File: src/rtl/aurora_hls_monitor_regs.sv
// AXI4-Lite register front-end for the Aurora link monitor counter bank.
// Holds a coherent shadow snapshot of all monitor counters, two 16-bit event
// sequence numbers, and drives a one-cycle clear pulse back to the monitor.
module aurora_hls_monitor_regs #(
    parameter int unsigned ADDR_WIDTH   = 8,
    parameter int unsigned NUM_COUNTERS = 17
) (
    input  logic                         clk,
    input  logic                         rst_n,
    input  logic [32*NUM_COUNTERS-1:0]   counters,
    output logic                         counter_clear,
    input  logic                         s_axi_awvalid,
    output logic                         s_axi_awready,
    input  logic [ADDR_WIDTH-1:0]        s_axi_awaddr,
    input  logic                         s_axi_wvalid,
    output logic                         s_axi_wready,
    input  logic [31:0]                  s_axi_wdata,
    input  logic [3:0]                   s_axi_wstrb,
    output logic                         s_axi_bvalid,
    input  logic                         s_axi_bready,
    output logic [1:0]                   s_axi_bresp,
    input  logic                         s_axi_arvalid,
    output logic                         s_axi_arready,
    input  logic [ADDR_WIDTH-1:0]        s_axi_araddr,
    output logic                         s_axi_rvalid,
    input  logic                         s_axi_rready,
    output logic [31:0]                  s_axi_rdata,
    output logic [1:0]                   s_axi_rresp
);

    localparam int unsigned DATA_W = 32;
    localparam int unsigned SEQ_W  = 16;
    localparam int unsigned IDX_W  = 6;
    localparam int unsigned SH_W   = $clog2(NUM_COUNTERS);
    localparam logic [1:0]  RESP_OKAY   = 2'b00;
    localparam logic [1:0]  RESP_SLVERR = 2'b10;

    typedef enum logic { W_IDLE, W_RESP } w_state_t;
    typedef enum logic { R_IDLE, R_DATA } r_state_t;

    w_state_t              r_wstate;
    r_state_t              r_rstate;
    logic                  r_live;
    logic [DATA_W-1:0]     r_shadow [NUM_COUNTERS];
    logic [SEQ_W-1:0]      r_snap_seq;
    logic [SEQ_W-1:0]      r_clr_seq;
    logic                  r_clear;
    logic                  r_bvalid;
    logic [1:0]            r_bresp;
    logic                  r_rvalid;
    logic [DATA_W-1:0]     r_rdata;
    logic [1:0]            r_rresp;

    logic                  w_wr_accept;
    logic                  w_wr_ctrl;
    logic                  w_rd_accept;
    logic [IDX_W-1:0]      w_rd_idx;
    logic [DATA_W-1:0]     w_rd_data;
    logic [1:0]            w_rd_resp;
    logic                  w_unused;

    // Address bits below word granularity and unused data/strobe bits are ignored.
    assign w_unused = ^{s_axi_awaddr[1:0], s_axi_araddr[1:0], s_axi_wdata[31:2], s_axi_wstrb[3:1]};

    // AW and W are only taken together; readies stay low until the first edge out of reset.
    assign w_wr_accept   = r_live && (r_wstate == W_IDLE) && s_axi_awvalid && s_axi_wvalid;
    assign s_axi_awready = w_wr_accept;
    assign s_axi_wready  = w_wr_accept;
    assign w_wr_ctrl     = (s_axi_awaddr[7:2] == IDX_W'(0));

    assign s_axi_arready = r_live && (r_rstate == R_IDLE);
    assign w_rd_accept   = s_axi_arready && s_axi_arvalid;
    assign w_rd_idx      = s_axi_araddr[7:2];

    assign counter_clear = r_clear;
    assign s_axi_bvalid  = r_bvalid;
    assign s_axi_bresp   = r_bresp;
    assign s_axi_rvalid  = r_rvalid;
    assign s_axi_rdata   = r_rdata;
    assign s_axi_rresp   = r_rresp;

    // Gate the handshakes off while reset is held and for the first edge after release.
    always_ff @(posedge clk or negedge rst_n) begin
        if (!rst_n) r_live <= 1'b0;
        else        r_live <= 1'b1;
    end

    // Read address decode: CTRL word, shadow bank, or SLVERR for anything else.
    always_comb begin
        w_rd_data = '0;
        w_rd_resp = RESP_OKAY;
        if (w_rd_idx == IDX_W'(0)) begin
            w_rd_data = {r_snap_seq, r_clr_seq};
        end else if (w_rd_idx <= IDX_W'(NUM_COUNTERS)) begin
            w_rd_data = r_shadow[SH_W'(w_rd_idx - IDX_W'(1))];
        end else begin
            w_rd_resp = RESP_SLVERR;
        end
    end

    // Write FSM plus CTRL side effects: atomic snapshot and single-cycle clear pulse.
    always_ff @(posedge clk or negedge rst_n) begin
        if (!rst_n) begin
            r_wstate   <= W_IDLE;
            r_bvalid   <= 1'b0;
            r_bresp    <= RESP_OKAY;
            r_clear    <= 1'b0;
            r_snap_seq <= '0;
            r_clr_seq  <= '0;
            for (int unsigned i = 0; i < NUM_COUNTERS; i++) r_shadow[i] <= '0;
        end else begin
            r_clear <= 1'b0;
            case (r_wstate)
                W_IDLE: begin
                    if (w_wr_accept) begin
                        r_wstate <= W_RESP;
                        r_bvalid <= 1'b1;
                        r_bresp  <= w_wr_ctrl ? RESP_OKAY : RESP_SLVERR;
                        if (w_wr_ctrl && s_axi_wstrb[0]) begin
                            if (s_axi_wdata[0]) begin
                                for (int unsigned i = 0; i < NUM_COUNTERS; i++)
                                    r_shadow[i] <= counters[DATA_W*i +: DATA_W];
                                r_snap_seq <= r_snap_seq + SEQ_W'(1);
                            end
                            if (s_axi_wdata[1]) begin
                                r_clear   <= 1'b1;
                                r_clr_seq <= r_clr_seq + SEQ_W'(1);
                            end
                        end
                    end
                end
                W_RESP: begin
                    if (s_axi_bready) begin
                        r_wstate <= W_IDLE;
                        r_bvalid <= 1'b0;
                    end
                end
                default: r_wstate <= W_IDLE;
            endcase
        end
    end

    // Read FSM: register decoded data at AR acceptance and hold it until R handshake.
    always_ff @(posedge clk or negedge rst_n) begin
        if (!rst_n) begin
            r_rstate <= R_IDLE;
            r_rvalid <= 1'b0;
            r_rdata  <= '0;
            r_rresp  <= RESP_OKAY;
        end else begin
            case (r_rstate)
                R_IDLE: begin
                    if (w_rd_accept) begin
                        r_rstate <= R_DATA;
                        r_rvalid <= 1'b1;
                        r_rdata  <= w_rd_data;
                        r_rresp  <= w_rd_resp;
                    end
                end
                R_DATA: begin
                    if (s_axi_rready) begin
                        r_rstate <= R_IDLE;
                        r_rvalid <= 1'b0;
                    end
                end
                default: r_rstate <= R_IDLE;
            endcase
        end
    end

endmodule
File: config.mk
export PLATFORM = sky130hd
export DESIGN_NAME = aurora_hls_monitor_regs
export DESIGN_NICKNAME = d
export VERILOG_FILES = /design/src/rtl/aurora_hls_monitor_regs.sv
export SDC_FILE = /design/constraint.sdc
export NUM_CORES = 2
export LEC_CHECK = 0
export ABC_AREA = 0
export CORE_AREA = 2 2 252 254
export DETAILED_ROUTE_END_ITERATION = 6
export DIE_AREA = 0 0 254 256
export PLACE_DENSITY_LB_ADDON = 0.1
export SKIP_CTS_REPAIR_TIMING = 1
export SLEW_MARGIN = 5
export SYNTH_ARGS = -nofsm -noshare
export SYNTH_HDL_FRONTEND = slang
export SYNTH_SLANG_ARGS = --single-unit
File: constraint.sdc
create_clock -name clk -period 3.35 [get_ports clk]
set_input_delay 0.335 -clock clk [delete_from_list [all_inputs] [get_ports clk]]
set_output_delay 0.335 -clock clk [all_outputs]
set_load 0.02 [all_outputs]
Yosys cells after proc, flatten, opt, wreduce, memory -nomap -nowiden
Cells that the tools add are included.

Register bits: 618. Input port bits: 603. Output and inout bits: 42. Logic and storage cells: 78.

Add/sub/neg operators: 3. $lt $le $gt $ge: 2. Equality and inequality tests: 4. Multiplexer cells: 24. Bitwise logic cells: 3. Reduce and logical (&&, ||, !) cells: 14.

Operator list (count): 32-bit binary-select mux with 5-bit select (1); 32-bit two-way mux (4); 16-bit by 1-bit adder with 16-bit output (second input constant) (2); 6-bit logical NOT (2); 1-bit two-way mux (12); 2-bit inequality test (second input constant) (4); 1-bit case mux with 2 select lines (4); 2-bit AND reduction (4); 4-bit AND reduction (2); 6-bit >= comparator (second input constant) (1); 6-bit by 5-bit less-or-equal comparator with 1-bit output (second input constant) (1); 1-bit logical AND (6); 2-bit two-way mux (3); 5-bit NOT with 6-bit output (1); 5-bit by 1-bit subtractor with 5-bit output (second input constant) (1); 1-bit NOT (2).

Depth between registers and ports, before layout
Word-level depth: 7. Depth in mapped cells: 12.

Worst setup path before layout
Ideal clock, no wire load.

Path type: input to register. From: input s_axi_araddr[2]. To: register r_rdata[1], in the netlist s_axi_rdata[1]. Setup time: 0.120 ns. Arrival: 2.757 ns. Path slack: 0.473 ns. Stages on the path: 11. Path through: buf_2 buf_4 buf_2 inv_1 ha_1 clkbuf_1 buf_1 mux4_2 nand2_1 nand3_1 a31o_1.

Longest elaborated chain between the ends: 7.

Ends and longest elaborated chain: start, declared (line 24) `input logic [ADDR_WIDTH-1:0] s_axi_araddr,`; 5-bit by 1-bit subtractor with 5-bit output (line 95) `w_rd_data = r_shadow[SH_W'(w_rd_idx - IDX_W'(1))];`; 5-bit NOT with 6-bit output (not written as such) (line 95); 32-bit binary-select mux with 5-bit select (line 95); 32-bit two-way mux (not written as such) (2 in a row) (line 95); 32-bit two-way mux (line 94) `end else if (w_rd_idx <= IDX_W'(NUM_COUNTERS)) begin`; 32-bit two-way mux (*) (line 92) `if (w_rd_idx == IDX_W'(0)) begin`; end signal, assigned (line 156) `r_rdata <= w_rd_data;`; end, declared (line 51) `logic [DATA_W-1:0] r_rdata;`.

Every way passes the cells marked *; elsewhere a longest branch is shown, timed or not. The select of a mux whose other input is x is not followed. A chain may end at the register's enable or synchronous reset.

Worst setup path in the final report
From: register r_wstate. To: output s_axi_awready.

Longest elaborated chain between the ends: 4.

Ends and longest elaborated chain: start, declared (line 41) `w_state_t r_wstate;`; start signal, assigned (line 104) `r_wstate <= W_IDLE;`; start signal, assigned (line 116) `r_wstate <= W_RESP;`; start signal, assigned (line 134) `r_wstate <= W_IDLE;`; 1-bit NOT (no source line); 1-bit logical AND (3 in a row) (line 66) `assign w_wr_accept = r_live && (r_wstate == W_IDLE) && s_axi_awvalid && s_axi_wvalid;`; end, declared (line 13) `output logic s_axi_awready,`.

No other way between the ends.

==> results.txt <==
----------------------------------------------------
[Placement]
  Setup WS pre-CTS ... 347.6 ps
  Number of cells in the design after placement ... 4413
  Input/output buffers ... 605
  Post-detailed-placement half-perimeter wirelength ... 72.18 mm
  Global placer's final weighted congestion ... 0.8856

[Clocking]
  Clock slew at reported path FFs ... 60 ps
  Worst-Skew Late Latency ... 600 ps
  CTS root buf ... clkbuf_16
  Number of levels the H-tree was split into ... 3
  Number of buffers created by CTS ... 69
  Clock tree from TritonCTS ... done
  Count of clock tree sinks ... 616
  Max Root-Sink Buffers ... 3

[STA]
  Setup_tns ... 0 ps
  Final period utilization ... 74.79%
  Pins over their slew limit ... 0
  Final-layout worst hold slack ... 262.6 ps
  Final count of hold timing violations ... 0
  Minimum setup slack in the final design ... 844.7 ps
  Number of failing setup endpoints in the final timing report ... 0
  Setup clock skew after layout ... 20.65 ps
  Slew HR ... 38.95%
  Max Clk Rate ... 0.3992 GHz
  Final Critical Period ... 2505 ps
  Transition at the pin with the smallest max-transition slack ... 915.8 ps
  Unrepaired setup endpoints after global routing ... false

[Critical path]
  Startpoint Class ... flip-flop
  WS Path Type ... reg -> out
  Data required time at the worst endpoint ... 3010 ps
  Critical path peak fanout ... 8
  Arrival time of data at the critical path endpoint ... 2170 ps
  Worst setup EP type ... output pin

[Die]
  Overall die height ... 256 um
  Starting density of the core ... 45.73%
  Placeable core area ... 62390 um2
  Count of boundary I/O pins ... 645
  Area of the die ... 65020 um2
  Floorplan row count ... 92
  Width of the die ... 254 um

[Yosys]
  Share of async-settable or async-resettable flops after synthesis ... 100.0%
  Mapped Area ... 28530 um2
  Mean cell area of the mapped netlist ... 9.198 um2
  Most common cell in the synthesized netlist ... nand2_1
  Register area share after synthesis ... 54.03%
  Number of synthesized flops with an enable pin ... 0
  Number of warnings reported in the yosys synthesis log ... 0
  Synthesis-stage register bit count ... 616
  Most area-consuming cells after synthesis ... dfrtp_1 (54%), nand2_1 (25%), mux4_2 (10%), buf_6 (2.1%), nand3_1 (1.2%)
  Most instantiated cells after synthesis ... nand2_1 (1864), dfrtp_1 (616), mux4_2 (128), nand3_1 (70), clkbuf_1 (68)
  Main flop type after synthesis ... dfrtp_1
  Area leader, netlist ... dfrtp_1
  Number of cells produced by synthesis ... 3102
  Synth top area share ... 54.03%
  Distinct cell type count of the synthesized netlist ... 54

[Drt]
  Vias per inst ... 5.238
  Routed WL per cell ... 21.27 um
  Final routed DRC violation total ... 0
  Antenna Violating Nets Remaining ... 0
  DRC violation total after the first TritonRoute iteration ... 2019
  First-pass detailed-route iteration total ... 5
  Aggregate routed wire length ... 96.79 mm
  Routed via count ... 23830

[Finish]
  Fraction of layout cells with a size suffix above 1 ... 8.458%
  Final instance count without filler cells ... 4550
  Area grow syn2layout ... 31.57%
  Fin nets ... 4246

[Flow run]
  Maximum capacitance violations ... 0

[Global route]
  Initial antenna violation count ... 31
  GR Overflow Total ... 0
  Via count of the first global-routing pass ... 24040
  Pin count of the biggest net entering global routing ... 161
  GR Util All Layers ... 29.75%
  Wire length of the first global-routing pass ... 143.9 mm

[Status]
  Result of the run ... finished, final reports clean

[Power and ir drop]
  Leakage Power ... 18.61 nW
  Largest vdd supply drop ... 358.5 uV
  PD cells ... 451.5 nW/um2

[Worst hold path]
  Hold WC Path Type ... in -> reg

----------------------------------------------------
[power by group]
group / leakage (nW) / switching [W] / internal (W)
Combinational: 8.97 / 0.000872 / 0.000964
Sequential: 8.55 / 0.0000762 / 0.00757
Clock: 1.10 / 0.00306 / 0.00440
Total: 18.6 / 0.00401 / 0.0129
[cell usage in the layout (no fill, tap or decap), types with 4 or more instances in the layout]
master and count:
a21oi_1 32, a31o_1 30, and4_1 6, buf_12 31, buf_4 26, clkbuf_1 15
clkbuf_16 72, clkbuf_8 14, clkdlybuf4s50_1 603, clkinv_2 12, dfrtp_1 616, diode_2 15
inv_1 9, mux2i_1 4, mux4_2 128, nand2_1 1863, nand3_1 70, nand4_1 9
nor2_1 14, nor2b_1 4, o21ai_0 4, o21ai_1 30, xnor2_1 24, xor2_1 9
[flip-flops by register name (all words and copies together) (netlist names)]
signal / flops
r_shadow: 544
counter_clear: 1
r_clr_seq: 16
r_live: 1
s_axi_bvalid: 1
s_axi_bresp: 1
r_rstate: 1
r_snap_seq: 16
s_axi_rresp: 1
r_wstate: 1
s_axi_rvalid: 1
s_axi_rdata: 32
[path summary, 6_finish.rpt]
| path | slack (ps) | cells past startpoint | from | endpoint |
|---|---|---|---|---|
| hold reg to reg | 470 | 2 | r_shadow[149] | r_shadow[149] |
| setup / recovery | 840 | 3 | r_wstate | s_axi_awready |
| max in group asynchronous | 1890 | 3 | rst_n | r_shadow[414] |
| hold / removal | 260 | 3 | counters[177] | r_shadow[369] |
| min in group asynchronous | 400 | 2 | rst_n | r_shadow[482] |
| setup reg to reg | 1080 | 7 | r_wstate | r_shadow[50] |
[cell families (layout without fill, tap and decap cells)]
family	after synthesis	after routing	synth area share [%]
xor+xnor	35	35	1.074
simple gates	1996	1996	27.27
other cells	2	18	0.02632
buf+inv	207	793	4.692
flops	616	616	54.03
mux	133	133	10.28
fa+ha+maj	4	4	0.1754
compound gates	109	109	2.447
[stage by stage]
stage | cell area [um2] | utilization [%] | power, W
after floorplan | 28530 | - | 0.008310
after global placement | 35260 | 56.52 | 0.009614
after detailed placement | 35260 | 56.52 | 0.009626
after CTS | 37490 | 60.09 | 0.01711
after global routing | 37530 | 60.16 | 0.01749
final | 37540 | 60.17 | 0.01695
[final cells by class]
cell class,count,area [um2]
Multi-Input combinational cell,2280,11880
Timing Repair Buffer,663,6892
Clock buffer,101,2051
Fill cell,5412,24850
Antenna cell,15,37.54
Sequential cell,616,15410
Inverter,9,33.78
Clock inverter,20,177.7
Tap cell,846,1059
[layer usage]
metal	up-vias	track usage [%]	wire (um)
met5	-	0	207
met4	32	14.05	4507
met3	201	7.302	7567
met2	854	46.58	45630
met1	11770	39.01	38870
li1	10970	-	-
[worst max-delay path, stage by stage, from the launching register on]
cell	delay, ps
dfrtp_1	390
and4b_1	340
buf_4	210
clkdlybuf4s50_1	630
No activity file was read; power rests on OpenSTA's default activity.
